==> src/rtl/spi_transaction_controller.sv <==
// SPI slave transaction sequencer: walks address frame, read/write decision,
// memory access and data frame, driving the enables for the shift register and memory.
module spi_transaction_controller #(
  parameter int BITS = 8
) (
  input  logic       clk,
  input  logic       reset_n,
  input  logic       sclk_posedge,
  input  logic       sclk_negedge,
  input  logic       cs_n,
  input  logic       rw_bit,
  output logic       sr_load,
  output logic       dm_we,
  output logic       addr_we,
  output logic       miso_en,
  output logic       miso_capture,
  output logic       busy,
  output logic [3:0] state
);

  localparam int CW = $clog2(BITS) + 1;
  localparam logic [CW-1:0] LAST = CW'(BITS - 1);
  localparam logic [CW-1:0] FULL = CW'(BITS);

  typedef enum logic [3:0] {
    IDLE        = 4'd0,
    GET_ADDR    = 4'd1,
    LATCH_ADDR  = 4'd2,
    READ_MEM    = 4'd3,
    LOAD_SR     = 4'd4,
    READ_SHIFT  = 4'd5,
    WRITE_SHIFT = 4'd6,
    WRITE_MEM   = 4'd7,
    DONE        = 4'd8
  } state_t;

  state_t        cur_state, nxt_state;
  logic [CW-1:0] bit_cnt, cnt_nxt;
  logic          from_abort;
  logic          counting;

  // from_abort holds IDLE for one extra clk after cs_n terminated a transaction
  always_ff @(posedge clk or negedge reset_n) begin
    if (!reset_n) begin
      cur_state  <= IDLE;
      bit_cnt    <= '0;
      from_abort <= 1'b0;
    end else begin
      cur_state  <= nxt_state;
      bit_cnt    <= cnt_nxt;
      from_abort <= (cur_state != IDLE) && cs_n;
    end
  end

  always_comb begin
    nxt_state = cur_state;
    cnt_nxt   = bit_cnt;
    counting  = 1'b0;
    if (cur_state != IDLE && cs_n) begin
      nxt_state = IDLE;
    end else begin
      case (cur_state)
        IDLE:        if (!cs_n && !from_abort) nxt_state = GET_ADDR;
        GET_ADDR: begin
          counting = 1'b1;
          if (sclk_posedge && bit_cnt == LAST) nxt_state = LATCH_ADDR;
        end
        LATCH_ADDR:  nxt_state = rw_bit ? READ_MEM : WRITE_SHIFT;
        READ_MEM:    nxt_state = LOAD_SR;
        LOAD_SR:     nxt_state = READ_SHIFT;
        READ_SHIFT: begin
          counting = 1'b1;
          if (sclk_posedge && bit_cnt == LAST) nxt_state = DONE;
        end
        WRITE_SHIFT: begin
          counting = 1'b1;
          if (sclk_posedge && bit_cnt == LAST) nxt_state = WRITE_MEM;
        end
        WRITE_MEM:   nxt_state = DONE;
        DONE:        nxt_state = DONE;
        default:     nxt_state = IDLE;
      endcase
    end
    // Every state change, including an abort, starts the counter from zero
    if (nxt_state != cur_state)
      cnt_nxt = '0;
    else if (counting && sclk_posedge && bit_cnt != FULL)
      cnt_nxt = bit_cnt + CW'(1);
  end

  always_comb begin
    sr_load = 1'b0;
    dm_we   = 1'b0;
    addr_we = 1'b0;
    miso_en = 1'b0;
    case (cur_state)
      LATCH_ADDR: addr_we = 1'b1;
      LOAD_SR:    sr_load = 1'b1;
      READ_SHIFT: miso_en = 1'b1;
      WRITE_MEM:  dm_we   = 1'b1;
      default:    ;
    endcase
  end

  assign miso_capture = (cur_state == READ_SHIFT) && sclk_negedge;
  assign busy         = (cur_state != IDLE);
  assign state        = cur_state;

endmodule
==> config.mk <==
export PLATFORM = sky130hd
export DESIGN_NAME = spi_transaction_controller
export DESIGN_NICKNAME = d
export VERILOG_FILES = /design/src/rtl/spi_transaction_controller.sv
export SDC_FILE = /design/constraint.sdc
export NUM_CORES = 1
export LEC_CHECK = 0
export CAP_MARGIN = 10
export CORE_AREA = 2 2 39 41
export DETAILED_ROUTE_END_ITERATION = 10
export DIE_AREA = 0 0 41 43
export DONT_BUFFER_PORTS = 1
export GPL_ROUTABILITY_DRIVEN = 0
export PLACE_DENSITY = 0.67
export SLEW_MARGIN = 40
export SYNTH_ARGS = -nofsm -noshare
export SYNTH_HDL_FRONTEND = slang
export SYNTH_SLANG_ARGS = --single-unit
==> constraint.sdc <==
create_clock -name clk -period 3.9 [get_ports clk]
set_clock_uncertainty 0.15 [all_clocks]
set_input_delay 0.39 -clock clk [delete_from_list [all_inputs] [get_ports clk]]
set_output_delay 0.39 -clock clk [all_outputs]
set_load 0.01 [all_outputs]
==> results of run 1 <==
layout by cell type (no fill, tap or decap), types with 3 or more instances in the layout:
master    Yosys  final
a21oi_1       3      3
and2_1        4      4
clkbuf_4      0      3
dfrtp_1       9      9
inv_1         4      4
mux2i_1       3      3
nor2_1       10     10
nor2b_1       5      5
nor3_1        4      4
synthesized netlist by cell type (all sizes together):
library cell | n | area (µm²)
a211oi | 1 | 7.51
and3 | 2 | 12.5
buf | 2 | 10.0
a21oi | 3 | 15.0
dfrtp | 9 | 225
xor2 | 2 | 17.5
nor3 | 4 | 20.0
inv | 4 | 15.0
o221ai | 1 | 8.76
nand3 | 2 | 10.0
and3b | 1 | 8.76
nor2b | 5 | 31.3
and2 | 4 | 25.0
clkbuf | 3 | 11.3
nor4 | 2 | 12.5
a41oi | 1 | 16.3
nor4b | 1 | 15.0
nand2 | 2 | 7.51
o21ba | 1 | 10.0
o21ai | 2 | 10.0
ha | 2 | 25.0
o2111ai | 1 | 8.76
xnor2 | 1 | 8.76
or4 | 1 | 7.51
nand3b | 1 | 7.51
a22oi | 1 | 7.51
nor2 | 10 | 37.5
mux2i | 3 | 30.0
and4b | 1 | 10.0
o311ai | 1 | 8.76
nand2b | 2 | 15.0
or3 | 1 | 6.26
worst paths after layout:
kind | start | end | slack (ns) | cells past startpoint
max in group asynchronous | reset_n | state[2]$_DFF_PN0_ | 2.99 | 1
max | state[0]$_DFF_PN0_ | bit_cnt[1]$_DFFE_PN0P_ | 1.74 | 5
min | cs_n | state[3]$_DFF_PN0_ | 0.03 | 1
min in group asynchronous | reset_n | bit_cnt[2]$_DFFE_PN0P_ | 0.33 | 1
min reg2reg | bit_cnt[3]$_DFFE_PN0P_ | bit_cnt[3]$_DFFE_PN0P_ | 0.49 | 2
max reg2reg | state[0]$_DFF_PN0_ | bit_cnt[1]$_DFFE_PN0P_ | 1.74 | 5
state kept, by name, indices dropped and copies added (netlist names):
signal and count:
state 4, from_abort 1, bit_cnt 4
repair_timing:
action,in CTS,in global routing
setup buffers,0,0
hold buffers,1,0
hold endpoints to repair,9,0
stage by stage:
stage,instance area (µm²),std cells,hold slack (ns),setup WS [ns]
4_1_cts,698,93,0.0311,1.72
3_3_place_gp,661,88,-0.0554,1.77
5_1_grt,698,93,0.0214,1.54
6_report,698,93,0.0347,1.74
2_1_floorplan,662,77,-0.0556,1.95
3_5_place_dp,661,88,-0.0554,1.73
critical path, delay by kind of cell (launching register included):
family	cells	cell delay (ns)
DFF	1	0.60
and+or+nand+nor	3	0.83
muxes	1	0.28
AOI/OAI and AO/OA	1	0.24
final cells by class:
cell class | instances | area [µm²] | area share (%)
clock buffers | 3 | 22.5 | 3.23
inverters | 4 | 15.0 | 2.15
multi-input cells | 59 | 400 | 57.3
repair buffers | 1 | 10.0 | 1.43
flip-flops and latches | 9 | 225 | 32.3
well taps | 16 | 20.0 | 2.87
clock inverters | 1 | 5.00 | 0.717
power groups by stage:
| stage | registers, µW | logic, µW | clock network (µW) |
|---|---|---|---|
| after floorplan | 128 | 104 | 0 |
| after global placement | 143 | 105 | 0 |
| after detailed placement | 145 | 104 | 0 |
| after CTS | 143 | 108 | 75.7 |
| after global routing | 147 | 123 | 82.2 |
| final | 143 | 107 | 72.3 |
cells by family (layout without fill, tap and decap cells):
family	after synthesis	count (layout)	share of synthesized area (%)
simple gates	39	39	34.2
xor+xnor	3	3	3.97
compound gates	12	12	14.0
fa+ha+maj	2	2	3.78
mux	3	3	4.54
flops	9	9	34.0
buf+inv	9	9	5.48
routing by layer:
metal | up-vias | part of all wire (%) | track usage [%]
met3 | 2 | 5.4 | 1.57
li1 | 272 | - | -
met1 | 237 | 45 | 25.6
met4 | 0 | 1.8 | 12.0
met2 | 17 | 47 | 26.3
met5 | - | 0 | 0
==> metrics.md, run 1 <==
| Metric | Value |
|---|---|
| Vias in the first global route | `around 480` |
| Sw Pwr | `around 120 µW` |
| DRC violations left | `0` |
| Net count, final | `86` |
| Post-cts resize count | `0` |
| Delay of the slowest critical-path stage | `around 0.6 ns` |
| Drt pass-1 iters | `4` |
| Startpoint type of the worst setup path | `flop` |
| Crit path kind | `flop to flop` |
| Warnings from Yosys | `0` |
| Max VDD drop | `about 0.22 mV` |
| Max-slew violations | `0` |
| Synth Net Count | `85` |
| Cells along the critical path | `nor4b_2 -> nand2_1 -> a41oi_2 -> mux2i_1 -> nor2b_1` |
| DRT Wirelength | `around 1300 µm` |
| MaxCap Viol Count | `0` |
| TritonCTS buffer count | `3` |
| Port bufs | `0` |
| Antenna viol nets, final | `0` |
| Endpoint class of the critical path | `flop` |
| Initial core utilization | `around 48%` |
| Final core occ | `50.5%` |
| First-pass GRT wire length | `roughly 2200 µm` |
| Clock power share | `between 20% and 30%` |
| Total of fill cells in the finished design | `between 100 and 150` |
| Total global routing overflow | `0` |
| Slew @ Worst Pin | `0.586 ns` |
| Hpwl dp | `between 900 and 1000 µm` |
| Min-delay worst type | `input port to flop` |
| Die Y | `about 43 µm` |
| Vias per Instance | `approximately 5.7` |
| RSZ-0062 raised after global routing | `no` |
| Final TNS setup | `0 ns` |
| # setup viols final | `0` |
| Seq/Total Area, Yosys | `34.0%` |
| Post-Syn Area | `around 660 µm²` |
| IO Pins | `16` |
| Syn avg cell area | `8.60 µm²` |
| Synth cell types | `33` |
| Core area | `between 0.001 and 0.0015 mm²` |
| Tmin final | `about 2.2 ns` |
| Share of layout cells above drive strength 1 | `10.4%` |
| Width of the die | `41 µm` |
| Pwr Density | `461 mW/mm²` |
| Slowest-stage cell, CP | `dfrtp_1` |
| Slew headroom | `~60%` |
| P&R area growth vs syn | `5.48%` |
| Cells after Synth | `77` |
| Starting DRT DRC Count | `6` |
| Combinational share of power | `between 30% and 40%` |
| TritonCTS clock tree | `done` |
| Vias | `528` |
| Max Buffers Root-to-Sink | `2` |
| Leakage | `about 0.00031 µW` |
| Crit-path max FO | `18` |
| CTS sink cnt | `9` |
| Largest net degree at the start of global routing | `19` |
| Initial antenna violation count | `0` |
| Clock latency at the later pin of the worst-skew pair | `between 0.2 and 0.3 ns` |
| Worst path arrival time | `2.21 ns` |
| Worst-path clk slew | `roughly 0.070 ns` |
| Worst EP required | `3.95 ns` |
| Pwr Total | `approximately 320 µW` |
| Seq pwr share | `between 40 and 50%` |
| Clk root buf | `clkbuf_4` |
| Diode count | `0` |
| GR Util All Layers | `between 10% and 20%` |
| Sw Share | `about two fifths` |
| Die ar. | `0.00176 mm²` |
| Avg WL per Cell | `13.8 µm` |
| Final Cycle Share | `a little under three fifths` |
| Row Count | `14` |
| Seq cells post-synth | `9` |
| Internal | `between 150 and 200 µW` |
| H-tree depth | `1` |
| Fin. Hold Viols | `0` |
| Status | `complete, no violations` |
| Max frequency | `about 460 MHz` |
No activity file was read; power rests on OpenSTA's default activity.
==> run 2: changes to the inputs <==
ABC_AREA = 1   (was default)
CORE_AREA = default   (was 2 2 39 41)
CORE_MARGIN = 2   (was default)
CORE_UTILIZATION = 53   (was default)
DIE_AREA = default   (was 0 0 41 43)
PLACE_DENSITY = 0.7   (was 0.67)
clock period = 2.1 ns   (was 3.9 ns; I/O delays follow)
==> metrics.md, run 2 <==
| Metric | Value |
|---|---|
| Initial core utilization | `56.7% (+8.9 points)` |
| Initial antenna violation count | `0 (unchanged)` |
| Warnings from Yosys | `0 (unchanged)` |
| CTS sink cnt | `9 (unchanged)` |
| Die Y | `41.3 µm (-3.9%)` |
| WHS | `0.0587 ns (+0.0240 ns)` |
| Post-synth top area share | `30.5% (-3.5 points)` |
| Core area | `0.00130 mm² (-6.0%)` |
| Share of layout cells above drive strength 1 | `17.4% (+7.0 points)` |
| Slew headroom | `74.1% (+13 points)` |
| Commonest cells in the synthesized netlist | `nand2_1, inv_1, nor2_1` |
| Syn avg cell area | `6.36 µm² (-26%)` |
| Slew @ Worst Pin | `0.388 ns (-0.198 ns)` |
| Dpl ws | `0.291 ns (-1.44 ns)` |
| Setup ws final | `0.281 ns (-1.46 ns)` |
| Starting DRT DRC Count | `20 (+14)` |
| Crit path kind | `flop to flop` |
| Leakage | `0.000436 µW (+40%)` |
| Fin. Hold Viols | `0 (unchanged)` |
| DRC violations left | `0 (unchanged)` |
| Diode count | `0 (unchanged)` |
| Die ar. | `0.00171 mm² (-3.2%)` |
| Pwr Total | `618 µW (+92%)` |
| Placed Cells | `131 (+49%)` |
| Largest area contributor in the netlist | `dfrtp_1` |
| Startpoint type of the worst setup path | `flop` |
| Width of the die | `41.3 µm (+0.78%)` |
| Synth cell types | `17 (-48%)` |
| Status | `complete, no violations` |
| Vias | `697 (+32%)` |
| Seq cells post-synth | `9 (unchanged)` |
| GR Util All Layers | `21.2% (+2.8 points)` |
| Area occupied by multi-input gates | `423 µm² (+5.6%)` |
| Largest cells by area after synthesis | `dfrtp_1, nand2_1, inv_1` |
| Commonest non-fill, non-tap cell in the layout | `nand2_1` |
| Total global routing overflow | `0 (unchanged)` |
| Clock latency at the later pin of the worst-skew pair | `0.25 ns (-0.02 ns)` |
| Vias in the first global route | `553 (+15%)` |
| MaxCap Viol Count | `0 (unchanged)` |
| Final Cycle Share | `86.6% (+31 points)` |
| Final TNS setup | `0 ns (unchanged)` |
| Post-cts resize count | `0 (unchanged)` |
| Seq/Total Area, Yosys | `30.5% (-3.5 points)` |
| Max VDD drop | `0.489 mV (+120%)` |
| Clk root buf | `clkbuf_4` |
| Port bufs | `0 (unchanged)` |
| TritonCTS clock tree | `done` |
| Drt pass-1 iters | `4 (unchanged)` |
| H-tree depth | `1 (unchanged)` |
| TritonCTS buffer count | `3 (unchanged)` |
| First-pass GRT wire length | `2280 µm (+4.4%)` |
| P&R area growth vs syn | `6.95%` |
| Antenna viol nets, final | `0 (unchanged)` |
| Largest net degree at the start of global routing | `12 (-7)` |
| Top-count cell post-synth | `nand2_1` |
| Most frequent cells in the layout | `nand2_1, inv_1, nor2_1` |
| Hpwl dp | `1210 µm (+22%)` |
| Net count, final | `130 (+51%)` |
| Max Buffers Root-to-Sink | `2 (unchanged)` |
| Cells after Synth | `116 (+51%)` |
| Crit-path max FO | `6 (-12)` |
| Min-delay worst type | `input port to flop` |
| Worst EP required | `2.09 ns (-1.86 ns)` |
| Vias per Instance | `5.13 (-9.7%)` |
| IO Pins | `16 (unchanged)` |
| EDFF count, synth | `0 (unchanged)` |
| DRT Wirelength | `1470 µm (+14%)` |
| RSZ-0062 raised after global routing | `no` |
| Reg area | `225 µm² (unchanged)` |
| Post-Syn Area | `738 µm² (+12%)` |
| Layout Cells excl Fill | `136 (+46%)` |
| Worst path arrival time | `1.81 ns (-0.40 ns)` |
| Fraction of registers with async set/reset | `100% (unchanged)` |
| Tmin final | `1.82 ns (-0.343 ns)` |
| Setup Buffers After CTS | `0 (unchanged)` |
| Pwr Density | `783 mW/mm² (+70%)` |
| Avg WL per Cell | `10.8 µm (-22%)` |
| # setup viols final | `0 (unchanged)` |
| Row Count | `13 (-1)` |
| Max frequency | `550 MHz (+19%)` |
| Worst-path clk slew | `0.06 ns (about the same)` |
| Synth Net Count | `124 (+46%)` |
| Max-slew violations | `0 (unchanged)` |
| Endpoint class of the critical path | `flop` |
| Synth Flop Type | `dfrtp_1` |
| Total of fill cells in the finished design | `127 (-8.0%)` |
| Post-CTS Hold Buffers | `1 (unchanged)` |
==> run 2: cell families (layout without fill, tap and decap cells) <==
kind of cell	after synthesis	in the layout	share of synthesized area, %
buffers and inverters	22	27	12.2
DFF	9	9	30.5
xor gates and xnor gates	2	2	2.37
and+or+nand+nor	80	80	50.8
AOI/OAI and AO/OA	1	1	0.677
adders and majority gates	2	2	3.39
==> run 2: critical path, cell delays in order (launching register included) <==
cell and delay [ns]:
dfrtp_1 0.48, inv_2 0.15, nand2_2 0.11, nor2_1 0.27, nor2_1 0.09, nand3_1 0.12, nand2_1 0.08, nand2_1 0.06
nand2_1 0.06, nand2_2 0.09, nor2_1 0.05
==> run 2: layer usage <==
metal	vias up	global-route usage, %	wire length (µm)
met5	-	0	0
met4	0	12.1	12
met3	2	3.19	85
met2	16	31.6	681
met1	317	29.4	685
li1	362	-	-
==> run 2: final timing paths <==
| kind | from | to | slack, ns | cells after the start |
|---|---|---|---|---|
| setup / recovery | state[3]$_DFF_PN0_ | bit_cnt[0]$_DFFE_PN0P_ | 0.28 | 10 |
| hold / removal | cs_n | from_abort$_DFF_PN0_ | 0.06 | 2 |
| setup reg to reg | state[3]$_DFF_PN0_ | bit_cnt[0]$_DFFE_PN0P_ | 0.28 | 10 |
| hold reg to reg | bit_cnt[0]$_DFFE_PN0P_ | bit_cnt[0]$_DFFE_PN0P_ | 0.47 | 2 |
| max in group asynchronous | reset_n | bit_cnt[3]$_DFFE_PN0P_ | 1.37 | 1 |
| min in group asynchronous | reset_n | state[2]$_DFF_PN0_ | 0.16 | 1 |
==> run 2: per-stage QoR <==
step | instance area (µm²) | utilization (%)
2_1_floorplan | 738 | -
6_report | 790 | 60.7
5_1_grt | 790 | 60.7
4_1_cts | 790 | 60.7
3_5_place_dp | 753 | 57.9
3_3_place_gp | 753 | 57.9
==> run 2: layout make-up <==
type                       count  share of cell area [%]
timing repair buffer           2                    2.22
tap                           15                    2.38
clock buffer                   4                    3.33
inverter                      21                    9.98
sequential                     9                    28.5
multi-input combinational     85                    53.6
==> run 2: power breakdown <==
group          total [µW]  internal (µW)  switching [µW]
Combinational         247           82.7             164
Sequential            246            199            47.3
Clock                 125           72.7            52.5
